[config.mk]
export PLATFORM = sky130hd
export DESIGN_NAME = serial_compare_ctrl
export DESIGN_NICKNAME = d
export VERILOG_FILES = /design/src/rtl/serial_compare_ctrl.sv
export SDC_FILE = /design/constraint.sdc
export NUM_CORES = 1
export LEC_CHECK = 0
export ABC_AREA = 1
export CAP_MARGIN = 20
export CORE_MARGIN = 1.5
export CORE_UTILIZATION = 52
export CTS_BUF_LIST = sky130_fd_sc_hd__clkbuf_8
export DETAILED_ROUTE_END_ITERATION = 7
export PLACE_DENSITY = 0.83
export SLEW_MARGIN = 20
export SYNTH_ARGS = -nofsm -noshare
export SYNTH_HDL_FRONTEND = slang
export SYNTH_SLANG_ARGS = --single-unit
[constraint.sdc]
create_clock -name clk -period 4.43 [get_ports clk]
set_clock_uncertainty 0.15 [all_clocks]
set_input_delay 1.1075 -clock clk [delete_from_list [all_inputs] [get_ports clk]]
set_output_delay 1.1075 -clock clk [all_outputs]
set_load 0.02 [all_outputs]
[src/rtl/serial_compare_ctrl.sv]
// Bit-serial magnitude comparator: accepts an operand pair, walks it MSB-first
// through the gt/eq/lt ripple cell one bit per clock, then holds the result.
module serial_compare_ctrl #(
   parameter int WIDTH      = 32,
   parameter bit EARLY_EXIT = 1'b1
) (
   input  logic             clk,
   input  logic             rst,
   input  logic             in_valid,
   output logic             in_ready,
   input  logic [WIDTH-1:0] a,
   input  logic [WIDTH-1:0] b,
   input  logic             is_signed,
   output logic             out_valid,
   input  logic             out_ready,
   output logic             agtb,
   output logic             aeqb,
   output logic             altb,
   output logic             busy
);

   localparam int IW = $clog2(WIDTH);

   typedef enum logic [1:0] {
      IDLE = 2'd0,
      RUN  = 2'd1,
      DONE = 2'd2
   } state_t;

   state_t           state_reg, state_next;
   logic [WIDTH-1:0] a_reg, a_next;
   logic [WIDTH-1:0] b_reg, b_next;
   logic [IW-1:0]    idx_reg, idx_next;
   logic             gt_reg, gt_next;
   logic             eq_reg, eq_next;
   logic             lt_reg, lt_next;
   logic             agtb_reg, agtb_next;
   logic             aeqb_reg, aeqb_next;
   logic             altb_reg, altb_next;

   logic [WIDTH-1:0] a_load, b_load;
   logic             a_bit, b_bit;
   logic             gt_step, eq_step, lt_step;
   logic             last_step;

   // Flipping both sign bits maps two's-complement order onto unsigned order,
   // so the serial walk never needs to know about signedness.
   genvar gi;
   generate
      for (gi = 0; gi < WIDTH; gi++) begin : g_load
         if (gi == WIDTH - 1) begin : g_msb
            assign a_load[gi] = a[gi] ^ is_signed;
            assign b_load[gi] = b[gi] ^ is_signed;
         end else begin : g_rest
            assign a_load[gi] = a[gi];
            assign b_load[gi] = b[gi];
         end
      end
   endgenerate

   assign a_bit   = a_reg[idx_reg];
   assign b_bit   = b_reg[idx_reg];
   assign gt_step = gt_reg | (eq_reg & a_bit & ~b_bit);
   assign lt_step = lt_reg | (eq_reg & ~a_bit & b_bit);
   assign eq_step = eq_reg & (a_bit ~^ b_bit);

   assign last_step = (idx_reg == '0) || (EARLY_EXIT && !eq_step);

   always_ff @(posedge clk) begin
      if (rst) begin
         state_reg <= IDLE;
         idx_reg   <= '0;
         gt_reg    <= 1'b0;
         eq_reg    <= 1'b1;
         lt_reg    <= 1'b0;
         agtb_reg  <= 1'b0;
         aeqb_reg  <= 1'b0;
         altb_reg  <= 1'b0;
      end else begin
         state_reg <= state_next;
         idx_reg   <= idx_next;
         gt_reg    <= gt_next;
         eq_reg    <= eq_next;
         lt_reg    <= lt_next;
         agtb_reg  <= agtb_next;
         aeqb_reg  <= aeqb_next;
         altb_reg  <= altb_next;
      end
   end

   // Operand shadow registers carry no control meaning, so they skip reset.
   always_ff @(posedge clk) begin
      a_reg <= a_next;
      b_reg <= b_next;
   end

   always_comb begin
      state_next = state_reg;
      a_next     = a_reg;
      b_next     = b_reg;
      idx_next   = idx_reg;
      gt_next    = gt_reg;
      eq_next    = eq_reg;
      lt_next    = lt_reg;
      agtb_next  = agtb_reg;
      aeqb_next  = aeqb_reg;
      altb_next  = altb_reg;

      case (state_reg)
         IDLE: begin
            if (in_valid) begin
               a_next     = a_load;
               b_next     = b_load;
               idx_next   = IW'(WIDTH - 1);
               gt_next    = 1'b0;
               eq_next    = 1'b1;
               lt_next    = 1'b0;
               state_next = RUN;
            end
         end
         RUN: begin
            gt_next = gt_step;
            eq_next = eq_step;
            lt_next = lt_step;
            if (last_step) begin
               agtb_next  = gt_step;
               aeqb_next  = eq_step;
               altb_next  = lt_step;
               state_next = DONE;
            end else begin
               idx_next = idx_reg - IW'(1);
            end
         end
         DONE: begin
            if (out_ready) begin
               state_next = IDLE;
            end
         end
         default: begin
            state_next = IDLE;
         end
      endcase
   end

   assign in_ready  = (state_reg == IDLE);
   assign out_valid = (state_reg == DONE);
   assign busy      = (state_reg == RUN);
   assign agtb      = agtb_reg;
   assign aeqb      = aeqb_reg;
   assign altb      = altb_reg;

endmodule

==> results by group <==
Run status
  – Result of the run: completed

Synthesis
  – Yosys reg bits: 77
  – Post-synthesis instance area: 3410 µm²
  – Number of synthesized flops with an enable pin: 64
  – Number of nets produced by synthesis: 416
  – Commonest register cell after synthesis: sky130_fd_sc_hd__edfxtp_1
  – Mean area per synthesized cell: 9.89 µm²
  – Post-synth top cells: 101 x sky130_fd_sc_hd__nand2_1, 64 x sky130_fd_sc_hd__edfxtp_1, 44 x sky130_fd_sc_hd__nand3_1, 34 x sky130_fd_sc_hd__inv_1, 28 x sky130_fd_sc_hd__nor2_1
  – Area share of the largest cell type after synthesis: 56.3%
  – Ys async rst share: 0%
  – Leading cell type by number of instances after synthesis: sky130_fd_sc_hd__nand2_1
  – Area leader, netlist: sky130_fd_sc_hd__edfxtp_1
  – Gate count of the mapped netlist: 345
  – Portion of the post-synthesis area used by sequential elements: 63.9%
  – Netlist cell types: 24
  – Synthesis Warnings: 0
  – Biggest area contributors in the synthesized netlist: sky130_fd_sc_hd__edfxtp_1 56%, sky130_fd_sc_hd__nand2_1 11%, sky130_fd_sc_hd__dfxtp_1 7.6%

Clock network
  – Post-CTS Setup Bufs: 0
  – Number of buffers added by the clock tree synthesis step: 9
  – Number of hold buffers added after CTS: 0
  – Cell at the root of the clock tree: sky130_fd_sc_hd__clkbuf_8
  – CTS tree: yes
  – Maximum level of the CTS H-tree: 3
  – # resized after CTS: 0
  – Clk Latency, worst-skew pair: 0.35 ns
  – Clock-pin slew on the worst setup and hold paths: 0.08 ns
  – Clock Sink Count: 77
  – Max Buffers Root-to-Sink: 2

Global route
  – Wire length of the first global-routing pass: 11.6 mm
  – Combined global-route utilization of all metal layers: 21.1%
  – Largest net degree at the start of global routing: 39
  – Grt ovf: 0
  – Antenna violations before repair: 0
  – Vias in the first global route: 2564

Floorplan
  – Floorplan core area: 6350 µm²
  – Initial standard-cell utilization of the core: 53.8%
  – Area of the die: 7060 µm²
  – Row count: 29
  – Chip width: 84.0 µm
  – Ports placed on the boundary: 75
  – Die boundary height: 84.0 µm

Setup path
  – Max Fanout on Critical Path: 38
  – Reg-to-reg endpoint: idx_reg[0]$_SDFFE_PP0P_
  – Nature of the critical path startpoint: primary input
  – Slack of the worst reg-to-reg path: 1.65 ns
  – Worst Setup End Kind: register
  – Setup Crit Path Kind: primary input to register
  – Worst EP required: 4.33 ns
  – Reg2reg path depth: 14
  – Startpoint of the worst-slack reg-to-reg timing path: idx_reg[0]$_SDFFE_PP0P_
  – Critical Path AT: 2.77 ns

Hold path
  – Start point of the worst min-delay path: altb$_SDFFE_PP0P_
  – Hold Path Depth: 2
  – Min-Delay Path Class: register to register
  – Worst Hold Path EP: altb$_SDFFE_PP0P_

Drt
  – Remaining antenna violation count after routing: 0
  – Iteration count of the initial detailed-routing pass: 5
  – Post-Route WL: 6.98 mm
  – Number of DRC markers after the initial detailed-route iteration: 274
  – Via density: 5.17
  – Via total after detailed routing: 2582
  – Routed length per placed instance: 14.0 µm
  – DRC violations left: 0

Pwr
  – Power per cell area: 595 nW/µm²
  – Fraction of power consumed by the clock network: 21.8%
  – Net switching share of the total power: 37.2%
  – Pleak: 1.80 nW
  – Switch Pwr: 969 µW
  – Worst VDD drop: 0.364 mV
  – Share of total power in sequential cells: 41.3%
  – Share of power burned in combinational logic: 36.8%
  – P_int: 1.64 mW

Layout
  – Area growth from synthesis to final layout: 28.3%
  – Fin nets: 488
  – Share of cells above drive strength 1: 7.11%
  – Antenna diodes: 0

Timing
  – Setup total negative slack: 0 ns
  – FMAX: 348 MHz
  – Count of endpoints failing hold in the final timing report: 0
  – Setup repair after global routing missed its margin: no
  – Final Max Tran Viols: 0
  – Slew at the pin closest to its max-slew limit: 0.715 ns
  – Share of the clock period used by the worst path: 64.9%
  – Max_slew headroom: 52.3%
  – Tmin final: 2.87 ns
  – Worst Slack Setup Final: 1.56 ns
  – Number of setup violations in the final report: 0

Placed design
  – HPWL after DPL: 4.81 mm
  – Number of port buffers: 74
  – GP Congestion: 0.811
  – Dpl ws: 1.18 ns

Run
  – Count of max-cap constraint violations: 0
[cell families after synthesis]
kind of cell / synth area share (%)
AO/OA/AOI/OAI: 3.96
XOR/XNOR: 0.513
adder cells (fa/ha/maj): 0.733
buffers and inverters: 7.73
flip-flops: 63.9
AND/OR/NAND/NOR: 23.1
[per-stage QoR]
| stage | std cells | util (%) | instance area [µm²] | power [mW] | hold slack [ns] |
|---|---|---|---|---|---|
| 6_report | 499 | 69.0 | 4380 | 2.61 | 0.342 |
| 4_1_cts | 499 | 69.0 | 4380 | 2.61 | 0.345 |
| 2_1_floorplan | 345 | - | 3410 | 1.80 | 0.319 |
| 3_3_place_gp | 483 | 65.6 | 4170 | 2.00 | 0.319 |
| 3_5_place_dp | 483 | 65.6 | 4170 | 2.04 | 0.326 |
| 5_1_grt | 499 | 69.0 | 4380 | 2.79 | 0.389 |
[worst max-delay path, cell delays in order]
cell,delay [ns]
sky130_fd_sc_hd__clkdlybuf4s50_1,0.46
sky130_fd_sc_hd__nand2_1,0.30
sky130_fd_sc_hd__inv_2,0.59
sky130_fd_sc_hd__buf_12,0.30
[power by group through the flow]
stage / Sequential, mW / Clock [mW] / Combinational [mW]
2_1_floorplan: 1.05 / 0 / 0.749
3_3_place_gp: 1.08 / 0 / 0.913
3_5_place_dp: 1.09 / 0 / 0.949
4_1_cts: 1.08 / 0.576 / 0.958
5_1_grt: 1.09 / 0.606 / 1.10
6_report: 1.08 / 0.569 / 0.960
[routing by layer]
metal  global-route usage, %  routed length, µm  up-vias
met5                       0                  0        -
met4                    7.30                109        0
met3                    4.95                369       10
met2                    35.3               3590       95
met1                    26.8               2910     1201
li1                        -                  -     1276
[area by class of cell]
| cell class | count | area (µm²) |
|---|---|---|
| tap | 77 | 96.3 |
| multi-input combinational | 214 | 967 |
| clock inverter | 7 | 90.1 |
| sequential | 77 | 2180 |
| clock buffer | 9 | 124 |
| fill | 466 | 1970 |
| timing repair buffer | 77 | 776 |
| inverter | 38 | 145 |
[cells in the final DEF (no fill, tap or decap)]
| cell type | count |
|---|---|
| sky130_fd_sc_hd__nand2_1 | 101 |
| sky130_fd_sc_hd__clkdlybuf4s50_1 | 74 |
| sky130_fd_sc_hd__edfxtp_1 | 64 |
| sky130_fd_sc_hd__nand3_1 | 44 |
| sky130_fd_sc_hd__inv_1 | 34 |
| sky130_fd_sc_hd__nor2_1 | 28 |
| sky130_fd_sc_hd__a21oi_1 | 18 |
| sky130_fd_sc_hd__dfxtp_1 | 13 |
| sky130_fd_sc_hd__clkbuf_8 | 9 |
| sky130_fd_sc_hd__nand3_2 | 5 |
| sky130_fd_sc_hd__o21ai_0 | 4 |
| sky130_fd_sc_hd__inv_2 | 3 |
| sky130_fd_sc_hd__nand2_2 | 3 |
| sky130_fd_sc_hd__xor2_1 | 2 |
| sky130_fd_sc_hd__o21ai_1 | 2 |
| sky130_fd_sc_hd__clkinv_1 | 2 |
| sky130_fd_sc_hd__nor3_1 | 2 |
| sky130_fd_sc_hd__ha_1 | 2 |
| sky130_fd_sc_hd__bufinv_16 | 2 |
| sky130_fd_sc_hd__buf_4 | 2 |
| sky130_fd_sc_hd__inv_4 | 1 |
| sky130_fd_sc_hd__o211ai_1 | 1 |
| sky130_fd_sc_hd__or2_2 | 1 |
| sky130_fd_sc_hd__o31ai_1 | 1 |
| sky130_fd_sc_hd__clkinv_2 | 1 |
| sky130_fd_sc_hd__inv_6 | 1 |
| sky130_fd_sc_hd__clkinv_4 | 1 |
| sky130_fd_sc_hd__buf_12 | 1 |
[how the worst max path moves through the flow]
stage                            start                      end  slack (ns)  cells past startpoint
3_3_place_gp                  in_valid      b_reg[28]$_DFFE_PP_        1.23                      4
2_1_floorplan                 in_valid       a_reg[0]$_DFFE_PP_        1.36                      2
5_1_grt        idx_reg[1]$_SDFFE_PP0P_  idx_reg[2]$_SDFFE_PP0P_        1.40                     11
4_1_cts                       in_valid      b_reg[25]$_DFFE_PP_        1.55                      4
3_5_place_dp                  in_valid      b_reg[25]$_DFFE_PP_        1.18                      4
6_report                      in_valid      b_reg[15]$_DFFE_PP_        1.56                      4
(Power assumes the default switching activity.)
